<file path="config.mk">
export PLATFORM = sky130hd
export DESIGN_NAME = queue_wr_arbiter_flat
export DESIGN_NICKNAME = d
export VERILOG_FILES = /design/src/rtl/queue_wr_arbiter_pkg.sv /design/src/rtl/queue_wr_arbiter_if.sv /design/src/rtl/queue_wr_arbiter_rr_arb2.sv /design/src/rtl/queue_wr_arbiter.sv /design/src/flat_wrapper.sv
export SDC_FILE = /design/constraint.sdc
export NUM_CORES = 1
export LEC_CHECK = 0
export ABC_AREA = 1
export BUFFER_PORTS_ARGS = -buffer_cell sky130_fd_sc_hd__buf_2
export CORE_AREA = 2 2 69 71
export DETAILED_ROUTE_END_ITERATION = 10
export DIE_AREA = 0 0 71 73
export PLACE_DENSITY = 0.8
export SLEW_MARGIN = 20
export SYNTH_ARGS = -nofsm -noshare
export SYNTH_HDL_FRONTEND = slang
export SYNTH_HIERARCHICAL = 1
export SYNTH_SLANG_ARGS = --single-unit
</file>
<file path="constraint.sdc">
create_clock -name clk -period 4 [get_ports clk]
set_clock_uncertainty 0.2 [all_clocks]
set_input_delay 0.6 -clock clk [delete_from_list [all_inputs] [get_ports clk]]
set_output_delay 0.6 -clock clk [all_outputs]
set_load 0.01 [all_outputs]
</file>
<file path="src/rtl/queue_wr_arbiter_pkg.sv">
`default_nettype none
// ============================================================================
//  Module      : queue_wr_arbiter_pkg
//  Description : Shared constants for the queue write arbiter: FSM state
//                encoding, default sizing and requester source ids.
//  Revision    : 1.0  initial release
// ============================================================================
package queue_wr_arbiter_pkg;

    // Default sizing; DEPTH must match the Queue instantiated in the parent
    localparam int unsigned c_DATA_W_DEF = 32;
    localparam int unsigned c_DEPTH_DEF  = 8;
    localparam int unsigned c_CNT_W_DEF  = 4;

    // Controller FSM encoding
    typedef logic [0:0] state_t;
    localparam state_t c_ST_RUN   = 1'b0;
    localparam state_t c_ST_DRAIN = 1'b1;

    // Source id carried in the MSB of each queue entry
    localparam logic c_SRC_REQ0 = 1'b0;
    localparam logic c_SRC_REQ1 = 1'b1;

endpackage : queue_wr_arbiter_pkg
`default_nettype wire

</file>
<file path="src/rtl/queue_wr_arbiter_if.sv">
`default_nettype none
// ============================================================================
//  Module      : queue_wr_arbiter_if
//  Description : Bundle of the requester, Queue and downstream handshake
//                signals around the queue write arbiter. The master modport
//                is the arbiter's view; slave is the surrounding environment.
//  Revision    : 1.0  initial release
// ============================================================================
interface queue_wr_arbiter_if #(
    parameter int unsigned DATA_W = 32
) ();

    // Requester side
    logic              req0_valid_i;
    logic [DATA_W-1:0] req0_data_i;
    logic              req0_ready_o;
    logic              req1_valid_i;
    logic [DATA_W-1:0] req1_data_i;
    logic              req1_ready_o;

    // Queue side
    logic              q_we_o;
    logic [DATA_W:0]   q_wdata_o;
    logic              q_used_o;
    logic [DATA_W:0]   q_rdata_i;
    logic              q_rdata_valid_i;

    // Downstream consumer side
    logic              out_valid_o;
    logic [DATA_W-1:0] out_data_o;
    logic              out_src_o;
    logic              out_ready_i;

    modport master (
        input  req0_valid_i, req0_data_i, req1_valid_i, req1_data_i,
        input  q_rdata_i, q_rdata_valid_i, out_ready_i,
        output req0_ready_o, req1_ready_o,
        output q_we_o, q_wdata_o, q_used_o,
        output out_valid_o, out_data_o, out_src_o
    );

    modport slave (
        output req0_valid_i, req0_data_i, req1_valid_i, req1_data_i,
        output q_rdata_i, q_rdata_valid_i, out_ready_i,
        input  req0_ready_o, req1_ready_o,
        input  q_we_o, q_wdata_o, q_used_o,
        input  out_valid_o, out_data_o, out_src_o
    );

endinterface : queue_wr_arbiter_if
`default_nettype wire

</file>
<file path="src/rtl/queue_wr_arbiter_rr_arb2.sv">
`default_nettype none
// ============================================================================
//  Module      : queue_wr_arbiter_rr_arb2
//  Description : Two-way round-robin arbiter. Combinational grant from the
//                request vector; one priority flop (0 = requester 0 first).
//  Revision    : 1.0  initial release
// ============================================================================
module queue_wr_arbiter_rr_arb2 (
    input  logic       clk,
    input  logic       rst,
    input  logic       i_en,      // arbitration allowed this cycle
    input  logic       i_clr,     // force priority back to requester 0
    input  logic [1:0] i_valid,
    output logic [1:0] o_grant
);

    logic r_rr;

    // Grant: contention resolved by r_rr, a lone requester always wins
    always_comb begin
        o_grant = 2'b00;
        if (i_en) begin
            if (i_valid == 2'b11) begin
                o_grant = r_rr ? 2'b10 : 2'b01;
            end else begin
                o_grant = i_valid;
            end
        end
    end

    // Priority flips to the other requester after each grant, holds otherwise
    always_ff @(posedge clk) begin
        if (rst || i_clr) begin
            r_rr <= 1'b0;
        end else if (o_grant[0]) begin
            r_rr <= 1'b1;
        end else if (o_grant[1]) begin
            r_rr <= 1'b0;
        end
    end

endmodule : queue_wr_arbiter_rr_arb2
`default_nettype wire

</file>
<file path="src/rtl/queue_wr_arbiter.sv">
`default_nettype none
// ============================================================================
//  Module      : queue_wr_arbiter
//  Description : Controller in front of a single-write/single-read Queue.
//                Round-robins two requesters onto the write port, tracks
//                occupancy for backpressure, forwards the head entry to a
//                valid/ready consumer and drains the Queue on flush.
//  Revision    : 1.0  initial release
// ============================================================================
module queue_wr_arbiter
    import queue_wr_arbiter_pkg::*;
#(
    parameter int unsigned DATA_W = c_DATA_W_DEF,
    parameter int unsigned DEPTH  = c_DEPTH_DEF,
    parameter int unsigned CNT_W  = c_CNT_W_DEF
) (
    input  logic                 clk,
    input  logic                 rst_n,     // active-high despite the name
    input  logic                 flush_i,
    queue_wr_arbiter_if.master   bus,
    output logic [CNT_W-1:0]     count_o,
    output logic                 busy_o
);

    state_t           r_state;
    state_t           w_state_nxt;
    logic [CNT_W-1:0] r_count;

    logic       w_run;
    logic       w_drain;
    logic       w_space;
    logic       w_arb_en;
    logic [1:0] w_grant;
    logic       w_we;
    logic       w_out_valid;
    logic       w_pop;
    logic       w_drain_pop;

    // Every output is forced quiet while reset is held
    assign w_run       = (r_state == c_ST_RUN)   && !rst_n;
    assign w_drain     = (r_state == c_ST_DRAIN) && !rst_n;
    // No pop bypass: a full queue refuses writes even when popping
    assign w_space     = (r_count != CNT_W'(DEPTH));
    assign w_arb_en    = w_run && !flush_i && w_space;
    assign w_we        = |w_grant;
    assign w_out_valid = w_run && !flush_i && bus.q_rdata_valid_i;
    assign w_pop       = w_out_valid && bus.out_ready_i;
    assign w_drain_pop = w_drain && (r_count != '0);

    queue_wr_arbiter_rr_arb2 u_rr_arb2 (
        .clk     (clk),
        .rst     (rst_n),
        .i_en    (w_arb_en),
        .i_clr   (w_run && flush_i),
        .i_valid ({bus.req1_valid_i, bus.req0_valid_i}),
        .o_grant (w_grant)
    );

    // State register
    always_ff @(posedge clk) begin
        if (rst_n) begin
            r_state <= c_ST_RUN;
        end else begin
            r_state <= w_state_nxt;
        end
    end

    // Next state: flush with entries present drains; drain ends on its last pop
    always_comb begin
        w_state_nxt = r_state;
        case (r_state)
            c_ST_RUN: begin
                if (flush_i && (r_count != '0)) begin
                    w_state_nxt = c_ST_DRAIN;
                end
            end
            c_ST_DRAIN: begin
                if (r_count <= CNT_W'(1)) begin
                    w_state_nxt = c_ST_RUN;
                end
            end
            default: w_state_nxt = c_ST_RUN;
        endcase
    end

    // Outputs: write port, pop strobe, downstream view and busy flag
    always_comb begin
        bus.req0_ready_o = w_grant[0];
        bus.req1_ready_o = w_grant[1];
        bus.q_we_o       = w_we;
        bus.q_wdata_o    = '0;
        if (w_grant[1]) begin
            bus.q_wdata_o = {c_SRC_REQ1, bus.req1_data_i};
        end else if (w_grant[0]) begin
            bus.q_wdata_o = {c_SRC_REQ0, bus.req0_data_i};
        end
        bus.q_used_o     = w_pop || w_drain_pop;
        bus.out_valid_o  = w_out_valid;
        bus.out_data_o   = bus.q_rdata_i[DATA_W-1:0];
        bus.out_src_o    = bus.q_rdata_i[DATA_W];
        busy_o           = w_drain;
    end

    // Occupancy mirrors the Queue pointers: +write -pop in RUN, -1 per drain cycle
    always_ff @(posedge clk) begin
        if (rst_n) begin
            r_count <= '0;
        end else if (r_state == c_ST_DRAIN) begin
            if (r_count != '0) begin
                r_count <= r_count - CNT_W'(1);
            end
        end else begin
            r_count <= r_count + CNT_W'(w_we) - CNT_W'(w_pop);
        end
    end

    assign count_o = r_count;

endmodule : queue_wr_arbiter
`default_nettype wire

</file>
<file path="src/flat_wrapper.sv">
// flat-port wrapper written by rule: the top's interface ports become plain ports
module queue_wr_arbiter_flat import queue_wr_arbiter_pkg::*;
#(
    parameter int unsigned DATA_W = c_DATA_W_DEF,
    parameter int unsigned DEPTH  = c_DEPTH_DEF,
    parameter int unsigned CNT_W  = c_CNT_W_DEF
)
  (clk, rst_n, flush_i, count_o, busy_o, bus_req0_valid_i, bus_req0_data_i, bus_req1_valid_i, bus_req1_data_i, bus_q_rdata_i, bus_q_rdata_valid_i, bus_out_ready_i, bus_req0_ready_o, bus_req1_ready_o, bus_q_we_o, bus_q_wdata_o, bus_q_used_o, bus_out_valid_o, bus_out_data_o, bus_out_src_o);
  queue_wr_arbiter_if #(.DATA_W(DATA_W)) bus_i ();
  input  logic clk;
  input  logic rst_n;
  input  logic flush_i;
  output logic [CNT_W-1:0] count_o;
  output logic busy_o;
  input wire logic [$bits(bus_i.req0_valid_i)-1:0] bus_req0_valid_i;
  input wire logic [$bits(bus_i.req0_data_i)-1:0] bus_req0_data_i;
  input wire logic [$bits(bus_i.req1_valid_i)-1:0] bus_req1_valid_i;
  input wire logic [$bits(bus_i.req1_data_i)-1:0] bus_req1_data_i;
  input wire logic [$bits(bus_i.q_rdata_i)-1:0] bus_q_rdata_i;
  input wire logic [$bits(bus_i.q_rdata_valid_i)-1:0] bus_q_rdata_valid_i;
  input wire logic [$bits(bus_i.out_ready_i)-1:0] bus_out_ready_i;
  output wire logic [$bits(bus_i.req0_ready_o)-1:0] bus_req0_ready_o;
  output wire logic [$bits(bus_i.req1_ready_o)-1:0] bus_req1_ready_o;
  output wire logic [$bits(bus_i.q_we_o)-1:0] bus_q_we_o;
  output wire logic [$bits(bus_i.q_wdata_o)-1:0] bus_q_wdata_o;
  output wire logic [$bits(bus_i.q_used_o)-1:0] bus_q_used_o;
  output wire logic [$bits(bus_i.out_valid_o)-1:0] bus_out_valid_o;
  output wire logic [$bits(bus_i.out_data_o)-1:0] bus_out_data_o;
  output wire logic [$bits(bus_i.out_src_o)-1:0] bus_out_src_o;
  assign bus_i.req0_valid_i = bus_req0_valid_i;
  assign bus_i.req0_data_i = bus_req0_data_i;
  assign bus_i.req1_valid_i = bus_req1_valid_i;
  assign bus_i.req1_data_i = bus_req1_data_i;
  assign bus_i.q_rdata_i = bus_q_rdata_i;
  assign bus_i.q_rdata_valid_i = bus_q_rdata_valid_i;
  assign bus_i.out_ready_i = bus_out_ready_i;
  assign bus_req0_ready_o = bus_i.req0_ready_o;
  assign bus_req1_ready_o = bus_i.req1_ready_o;
  assign bus_q_we_o = bus_i.q_we_o;
  assign bus_q_wdata_o = bus_i.q_wdata_o;
  assign bus_q_used_o = bus_i.q_used_o;
  assign bus_out_valid_o = bus_i.out_valid_o;
  assign bus_out_data_o = bus_i.out_data_o;
  assign bus_out_src_o = bus_i.out_src_o;
  queue_wr_arbiter #(.DATA_W(DATA_W), .DEPTH(DEPTH), .CNT_W(CNT_W)) u_core (.clk(clk), .rst_n(rst_n), .flush_i(flush_i), .bus(bus_i), .count_o(count_o), .busy_o(busy_o));
endmodule
</file>
==> flow_summary.json, run 1 <==
{
  "status": "finished clean",
  "synth_fp_nets": 358,
  "clkTransAtPathRegs_ps": 40,
  "die_x_um": 71,
  "wl_per_cell_um": 12.38,
  "crit_top_cell": "nand2_1",
  "grtUsageTotal_pct": 16.33,
  "max_stage_delay_ps": 430,
  "ys_ff_latch": 6,
  "dieArea_sq_um": 5183,
  "hp-class": "register to register",
  "worstPathMaxFanout": 35,
  "insertion_delay_ps": 220,
  "drc_errors": 0,
  "grt_setup_unrepaired": "no",
  "final_nets": 432,
  "cts_tree": "yes",
  "io_pins": 180,
  "viasPerCell": 4.474,
  "p_per_area_nw_per_um2": 381.6,
  "core_sq_um": 4536,
  "grt_max_degree": 36,
  "cts_made_buffers": 3,
  "end_kind": "output port",
  "fin_cells": 369,
  "cts_hold_buf": 0,
  "tns_ps": 0,
  "synthDistinctLibCells": 24,
  "rows": 25,
  "slew_viol_final": 0,
  "drv_cap": 0,
  "finalSetupViolations": 0,
  "ir_worst_vdd_mv": 0.3473,
  "synthCells": 242,
  "grt_pass1_wl_um": 6906,
  "cts_max_level": 1,
  "cp.required_ps": 3200,
  "worst_slew_pin_slew_ps": 491.6,
  "initial_core_util_pct": 30.51,
  "avgSynthCellArea_sq_um": 5.718,
  "place_area_sq_um": 1714,
  "dpl.hpwl_um": 3824,
  "cp_cell_sequence": "inv_1 -> ha_1 -> a21oi_1 -> nand2_1 -> a21oi_4 -> buf_4 -> inv_2 -> nand3_1 -> nand2_1 -> buf_2",
  "layout-drive-gt1-share_pct": 41.08,
  "cts_buffer_depth": 2,
  "finalCritPeriodShare_pct": 84.95,
  "grt_remaining_overflow": 0,
  "areaGrowthSynthToFinish_pct": 27.03,
  "vias": 1651,
  "period_needed_ps": 3398,
  "port_buffers": 113,
  "die_y_um": 73,
  "antenna_found_initial": 2,
  "post-cts-setup-buffers": 0,
  "cp_slowest_cell": "dfxtp_1",
  "final_area_sq_um": 1758,
  "ys_warn_count": 6,
  "gp_congestion": 0.8643,
  "cts-root-buf": "clkbuf_8",
  "crit_arrival_ps": 2600,
  "timing.slew.headroom_pct": 67.18,
  "p_leak_nw": 1.160,
  "drtAntennaViolNets": 0,
  "layout_setup_ws_ps": 601.9,
  "synth_seq_area_share_pct": 8.680,
  "dp.cells": 365,
  "cts_resized": 0,
  "num-fill-cells": 507,
  "hold_viol": 0,
  "clkSinkCount": 6,
  "startpoint_type": "register",
  "grt_pass1_vias": 1436,
  "drtIter0Drc": 59,
  "netlist_area_sq_um": 1384,
  "final_core_util_pct": 38.76,
  "wirelength_um": 4569,
  "place_ws_ps": 758.6,
  "critical_path_buf_inv_count": 4,
  "path_class": "register to output port",
  "critical_path.top_delay_family": "buffers and inverters",
  "timing.fmax_mhz": 294.3,
  "first_pass_iters": 4
}
cell usage in the layout (no fill, tap or decap), types with 2 or more instances in the layout:
cell / n
nand2_2: 3
ha_1: 11
inv_1: 18
a21oi_1: 4
nand3_1: 41
buf_2: 113
clkbuf_8: 3
nor2_1: 6
nor2_4: 2
dfxtp_1: 6
inv_2: 2
o21ai_0: 2
nand2_1: 91
buf_4: 2
state kept, by name (all words and copies together), names as in the netlist:
register	flops
u_core/count_o	4
u_core/r_state	1
u_core/u_rr_arb2/r_rr	1
cell families after synthesis:
group,synth area share (%)
simple gates,46.20
buf+inv,29.47
fa+ha+maj,11.39
compound gates,3.617
flops,8.680
xor+xnor,0.6330
cell usage after synthesis (all sizes together):
| library cell | n | share of area (%) |
|---|---|---|
| a21oi | 6 | 2.4 |
| nor3 | 1 | 0.72 |
| buf | 45 | 23 |
| nor2 | 9 | 3.7 |
| fa | 1 | 1.4 |
| nand2 | 94 | 26 |
| o21ai | 2 | 0.72 |
| dfxtp | 6 | 8.7 |
| ha | 11 | 9.9 |
| clkinv | 1 | 0.27 |
| nand3 | 41 | 15 |
| a31oi | 1 | 0.45 |
| clkbuf | 1 | 0.36 |
| xor2 | 1 | 0.63 |
| or2 | 2 | 0.90 |
| inv | 20 | 5.4 |
tightest hold or removal path, cell delays in order (launching register included):
cell and delay, ps:
dfxtp_1 310, nand2_1 80, a21oi_2 50
final cells by class:
| class | instances | area, sq um | share of cell area, % |
|---|---|---|---|
| Antenna cell | 1 | 2.502 | 0.1423 |
| Clock buffer | 3 | 41.29 | 2.349 |
| Inverter | 21 | 78.83 | 4.484 |
| Multi-Input combinational cell | 169 | 867.1 | 49.32 |
| Sequential cell | 6 | 120.1 | 6.833 |
| Tap cell | 54 | 67.56 | 3.843 |
| Timing Repair Buffer | 115 | 580.6 | 33.02 |
power by group:
group	internal (mW)	leakage [nW]	switching [mW]	total [mW]
Clock	0.0645	0.0216	0.0244	0.0889
Combinational	0.186	1.09	0.280	0.466
Sequential	0.0821	0.0494	0.0337	0.116
metrics by stage:
stage,hold slack [ps],total power [mW]
CTS,294.3,0.6729
global placement,288.7,0.5772
global route,333.6,0.7523
finish,290.9,0.6707
detailed placement,289.6,0.5803
floorplan,268.5,0.4651
final timing paths:
| check | from | to | slack, ps | cells after the start |
|---|---|---|---|---|
| setup / recovery | u_core/count_o[1] | bus_q_wdata_o[18] | 600 | 10 |
| setup reg to reg | u_core/count_o[1] | u_core/count_o[1] | 880 | 16 |
| hold / removal | u_core/u_rr_arb2/r_rr | u_core/u_rr_arb2/r_rr | 290 | 2 |
| hold reg to reg | u_core/u_rr_arb2/r_rr | u_core/u_rr_arb2/r_rr | 290 | 2 |
routing by layer:
layer / wire length, um / part of all wire (%) / up-vias / global-route usage (%)
met5: 11 / 0.24 / - / 0
li1: - / - / 868 / -
met1: 1926 / 42 / 691 / 21.59
met4: 82 / 1.8 / 2 / 4.612
met2: 2149 / 47 / 72 / 25.75
met3: 400 / 8.8 / 18 / 4.972
Power figures use the tool's default switching activity.
==> inputs of run 2 (changes only) <==
==> constraint.sdc (replaced) <==
create_clock -name clk -period 3.5 [get_ports clk]
set_clock_uncertainty 0.2 [all_clocks]
set_input_delay 0.525 -clock clk [delete_from_list [all_inputs] [get_ports clk]]
set_output_delay 0.525 -clock clk [all_outputs]
set_load 0.01 [all_outputs]
==> run 2 against run 1 <==
Compared with the run above: worst hold slack improved by 21 ps; final cell count fell by 0.27%; via count rose by 3.1%; register-to-register slack got worse by 470 ps; worst setup slack got worse by 310 ps; critical endpoint is now bus_q_wdata_o[7]; largest cell class unchanged; highest routed layer is now met4.
==> flow_summary.json, run 2 (synthesis gave the netlist of run 1 again) <==
{
  "hold_viol": 0,
  "multi_input_area_sq_um": 867.1,
  "grt_setup_unrepaired": "no",
  "grtUsageMet1_pct": 20.96,
  "reg2reg_from": "u_core/count_o[1]",
  "grtUsageTotal_pct": 16.11,
  "wl_per_cell_um": 12.50,
  "dp.cells": 365,
  "viasPerCell": 4.625,
  "crit_start": "u_core/count_o[1]",
  "die_y_um": 73,
  "cts_max_level": 1,
  "ir_worst_vdd_mv": 0.3362,
  "grt_max_degree": 36,
  "whs_ps": 312.2,
  "startpoint_type": "register",
  "slew_viol_final": 0,
  "antenna_found_initial": 0,
  "areaGrowthSynthToFinish_pct": 27.03,
  "port_buffers": 113,
  "final_nets": 432,
  "gp_congestion": 0.8668,
  "gr-usage-met3_pct": 3.591,
  "drtIter0Drc": 35,
  "largest_register_ffs": 4,
  "cp-endpoint": "bus_q_wdata_o[7]",
  "busiest_layer": "met2",
  "insertion_delay_ps": 220,
  "drtAntennaViolNets": 0,
  "end_kind": "output port",
  "drv_cap": 0,
  "timing.slew.headroom_pct": 76.55,
  "cts_resized": 0,
  "core_sq_um": 4536,
  "tns_ps": 0,
  "timing.fmax_mhz": 311.8,
  "die_x_um": 71,
  "hp-class": "register to register",
  "grt_util_met2_pct": 25.23,
  "p_leak_nw": 1.161,
  "status": "finished clean",
  "rr_endpoint": "u_core/count_o[1]",
  "vias": 1702,
  "dpl.hpwl_um": 3848,
  "cts_made_buffers": 3,
  "io_pins": 180,
  "rr_worst_depth": 14,
  "drc_errors": 0,
  "num-fill-cells": 511,
  "cts_buffer_depth": 2,
  "initial_core_util_pct": 30.51,
  "grt_pass1_wl_um": 6630,
  "rows": 25,
  "cp.required_ps": 2770,
  "finalSetupViolations": 0,
  "grt_pass1_vias": 1406,
  "final_core_util_pct": 38.76,
  "p_total_mw": 0.7766,
  "clkTransAtPathRegs_ps": 40,
  "crit_arrival_ps": 2480,
  "cts-root-buf": "clkbuf_8",
  "path_class": "register to output port",
  "first_pass_iters": 4,
  "clkSinkCount": 6,
  "dieArea_sq_um": 5183,
  "final_cell_mix": "buf_2, nand2_1, nand3_1",
  "cts_hold_buf": 0,
  "final_common_cell": "buf_2",
  "period_needed_ps": 3207,
  "hold_start": "u_core/u_rr_arb2/r_rr",
  "worstPathMaxFanout": 35,
  "p_per_area_nw_per_um2": 441.8,
  "worst_slew_pin_slew_ps": 351.7,
  "n_antenna_cell": 0,
  "finalCritPeriodShare_pct": 91.63,
  "wirelength_um": 4601,
  "post-cts-setup-buffers": 0,
  "grt_remaining_overflow": 0,
  "layout-drive-gt1-share_pct": 41.08,
  "fin_cells": 368,
  "seq_area_sq_um": 120.1,
  "cts_tree": "yes",
  "reg2reg_setup_slack_ps": 410
}
## run 2: area by class of cell
type	instances	area share (%)
Clock buffer	3	2.349
Inverter	21	4.626
Multi-Input combinational cell	169	49.32
Sequential cell	6	6.833
Tap cell	54	3.843
Timing Repair Buffer	115	33.02
## run 2: per-layer routing
layer / wire [um] / part of all wire [%] / vias up
met3: 406 / 8.8 / 18
met5: 0 / 0 / -
met4: 104 / 2.3 / 0
li1: - / - / 868
met1: 1926 / 42 / 734
met2: 2164 / 47 / 82
## run 2: critical path, cell delays in order, from the launching register on
cell	delay, ps
dfxtp_1	430
inv_1	160
ha_1	300
a21oi_1	220
nand2_1	130
a21oi_4	130
buf_4	340
inv_4	210
nand3_1	130
nand2_1	50
buf_2	130
## run 2: how the worst min path moves through the flow
stage | endpoint | slack (ps) | cells past startpoint
after detailed placement | u_core/u_rr_arb2/r_rr | 290 | 2
final | u_core/u_rr_arb2/r_rr | 310 | 2
after global placement | u_core/u_rr_arb2/r_rr | 280 | 2
after floorplan | u_core/u_rr_arb2/r_rr | 270 | 2
after CTS | u_core/u_rr_arb2/r_rr | 300 | 2
after global routing | u_core/u_rr_arb2/r_rr | 320 | 2
## run 2: per-stage QoR
step	cell area, sq um	worst slack, ps
after floorplan	1384	295.5
after global placement	1714	475.6
after detailed placement	1714	424.9
after CTS	1755	166.9
after global routing	1758	63.94
final	1758	292.9
## run 2: power by group
part	internal, mW	switching (mW)
Sequential	0.0938	0.0398
Clock	0.0740	0.0310
Combinational	0.214	0.324
Total	0.382	0.395
==> inputs of run 3 (changes only) <==
--- a/config.mk
+++ b/config.mk
@@ -6,7 +6,7 @@
 export NUM_CORES = 1
 export LEC_CHECK = 0
 export ABC_AREA = 1
-export BUFFER_PORTS_ARGS = -buffer_cell sky130_fd_sc_hd__buf_2
+export BUFFER_PORTS_ARGS = -buffer_cell sky130_fd_sc_hd__buf_4
 export CORE_AREA = 2 2 69 71
 export DETAILED_ROUTE_END_ITERATION = 10
 export DIE_AREA = 0 0 71 73
==> run 3 against run 2 <==
Compared with the run above: clock power is essentially flat; critical endpoint is now bus_q_wdata_o[9]; die area is the same; sequential power is essentially flat.
==> flow_summary.json, run 3 (synthesis gave the netlist of run 1 again) <==
{
  "final_cell_mix": "buf_4, nand2_1, nand3_1",
  "drtAntennaViolNets": 0,
  "crit_arrival_ps": 2460,
  "slew_viol_final": 0,
  "cts_buffer_depth": 2,
  "num-fill-cells": 486,
  "grtUsageTotal_pct": 16.94,
  "first_pass_iters": 4,
  "io_pins": 180,
  "status": "finished clean",
  "worstPathMaxFanout": 35,
  "seq_area_sq_um": 120.1,
  "p_leak_nw": 1.222,
  "port_buffers": 113,
  "grt_max_degree": 36,
  "p_per_area_nw_per_um2": 404.0,
  "grt_pass1_vias": 1505,
  "rows": 25,
  "end_kind": "output port",
  "insertion_delay_ps": 220,
  "grtUsageMet1_pct": 22.35,
  "wirelength_um": 4783,
  "core_sq_um": 4536,
  "drtIter0Drc": 52,
  "hp-class": "register to register",
  "drv_cap": 0,
  "reg2reg_from": "u_core/count_o[1]",
  "n_antenna_cell": 0,
  "timing.slew.headroom_pct": 76.25,
  "gp_congestion": 0.8724,
  "multi_input_area_sq_um": 867.1,
  "hold_viol": 0,
  "viasPerCell": 4.628,
  "wl_per_cell_um": 13.00,
  "areaGrowthSynthToFinish_pct": 47.47,
  "vias": 1703,
  "post-cts-setup-buffers": 0,
  "clkTransAtPathRegs_ps": 40,
  "final_nets": 432,
  "rr_worst_depth": 16,
  "initial_core_util_pct": 30.51,
  "gr-usage-met3_pct": 4.696,
  "cts_hold_buf": 0,
  "antenna_found_initial": 0,
  "dieArea_sq_um": 5183,
  "die_x_um": 71,
  "cp.required_ps": 2770,
  "finalCritPeriodShare_pct": 91.13,
  "grt_remaining_overflow": 0,
  "largest_register_ffs": 4,
  "cts-root-buf": "clkbuf_8",
  "grt_setup_unrepaired": "no",
  "path_class": "register to output port",
  "finalSetupViolations": 0,
  "cts_tree": "yes",
  "period_needed_ps": 3190,
  "cts_resized": 0,
  "drc_errors": 0,
  "grt_util_met2_pct": 26.17,
  "die_y_um": 73,
  "whs_endpoint": "u_core/u_rr_arb2/r_rr",
  "layout-drive-gt1-share_pct": 41.08,
  "cts_max_level": 1,
  "hold_start": "u_core/u_rr_arb2/r_rr",
  "worst_slew_pin_slew_ps": 356.2,
  "reg2reg_setup_slack_ps": 420,
  "rr_endpoint": "u_core/count_o[2]",
  "timing.fmax_mhz": 313.5,
  "tns_ps": 0,
  "final_core_util_pct": 44.99,
  "clkSinkCount": 6,
  "dpl.hpwl_um": 3972,
  "startpoint_type": "register",
  "cts_made_buffers": 3,
  "p_total_mw": 0.8243,
  "ir_worst_vdd_mv": 0.3400,
  "whs_path_depth": 2,
  "grt_pass1_wl_um": 7141,
  "busiest_layer": "met2",
  "final_common_cell": "buf_4"
}
-- run 3: through the flow --
step,hold WS (ps),cells,area (sq um),setup WS (ps)
floorplan,268.5,242,1384,295.5
global route,330.0,368,2041,70.19
finish,294.0,368,2041,310.3
global placement,291.1,365,1997,459.4
CTS,296.9,368,2038,175.0
detailed placement,288.5,365,1997,402.1
-- run 3: worst max-delay path: stages (launching register included) --
cell     delay (ps)
dfxtp_1         420
inv_1           150
ha_1            290
a21oi_1         220
nand2_1         130
a21oi_4         130
buf_4           350
inv_4           210
nand3_1         130
nand2_1          60
buf_4           140
-- run 3: final cells by class --
class / instances / share of cell area [%]
clock buffers: 3 / 2.023
inverters: 21 / 3.985
multi-input cells: 169 / 42.49
flip-flops and latches: 6 / 5.886
well taps: 54 / 3.311
repair buffers: 115 / 42.31
-- run 3: where the power goes --
| part | internal, mW | total [mW] | switching, mW |
|---|---|---|---|
| clock | 0.0741 | 0.106 | 0.0320 |
| sequential | 0.0938 | 0.131 | 0.0373 |
| combinational | 0.268 | 0.587 | 0.319 |
-- run 3: layer usage --
| layer | vias to the layer above | wire, um |
|---|---|---|
| met4 | 0 | 103 |
| li1 | 863 | - |
| met3 | 18 | 466 |
| met5 | - | 0 |
| met1 | 750 | 1899 |
| met2 | 72 | 2314 |
-- run 3: worst max-delay path by stage --
stage | slack (ps) | cells after the start | endpoint | startpoint
2_1_floorplan | 300 | 15 | u_core/count_o[1] | u_core/count_o[1]
3_3_place_gp | 460 | 15 | u_core/count_o[1] | rst_n
3_5_place_dp | 400 | 17 | u_core/count_o[2] | rst_n
4_1_cts | 170 | 10 | bus_q_wdata_o[8] | u_core/count_o[1]
5_1_grt | 70 | 10 | bus_q_wdata_o[21] | u_core/count_o[1]
6_report | 310 | 10 | bus_q_wdata_o[9] | u_core/count_o[1]
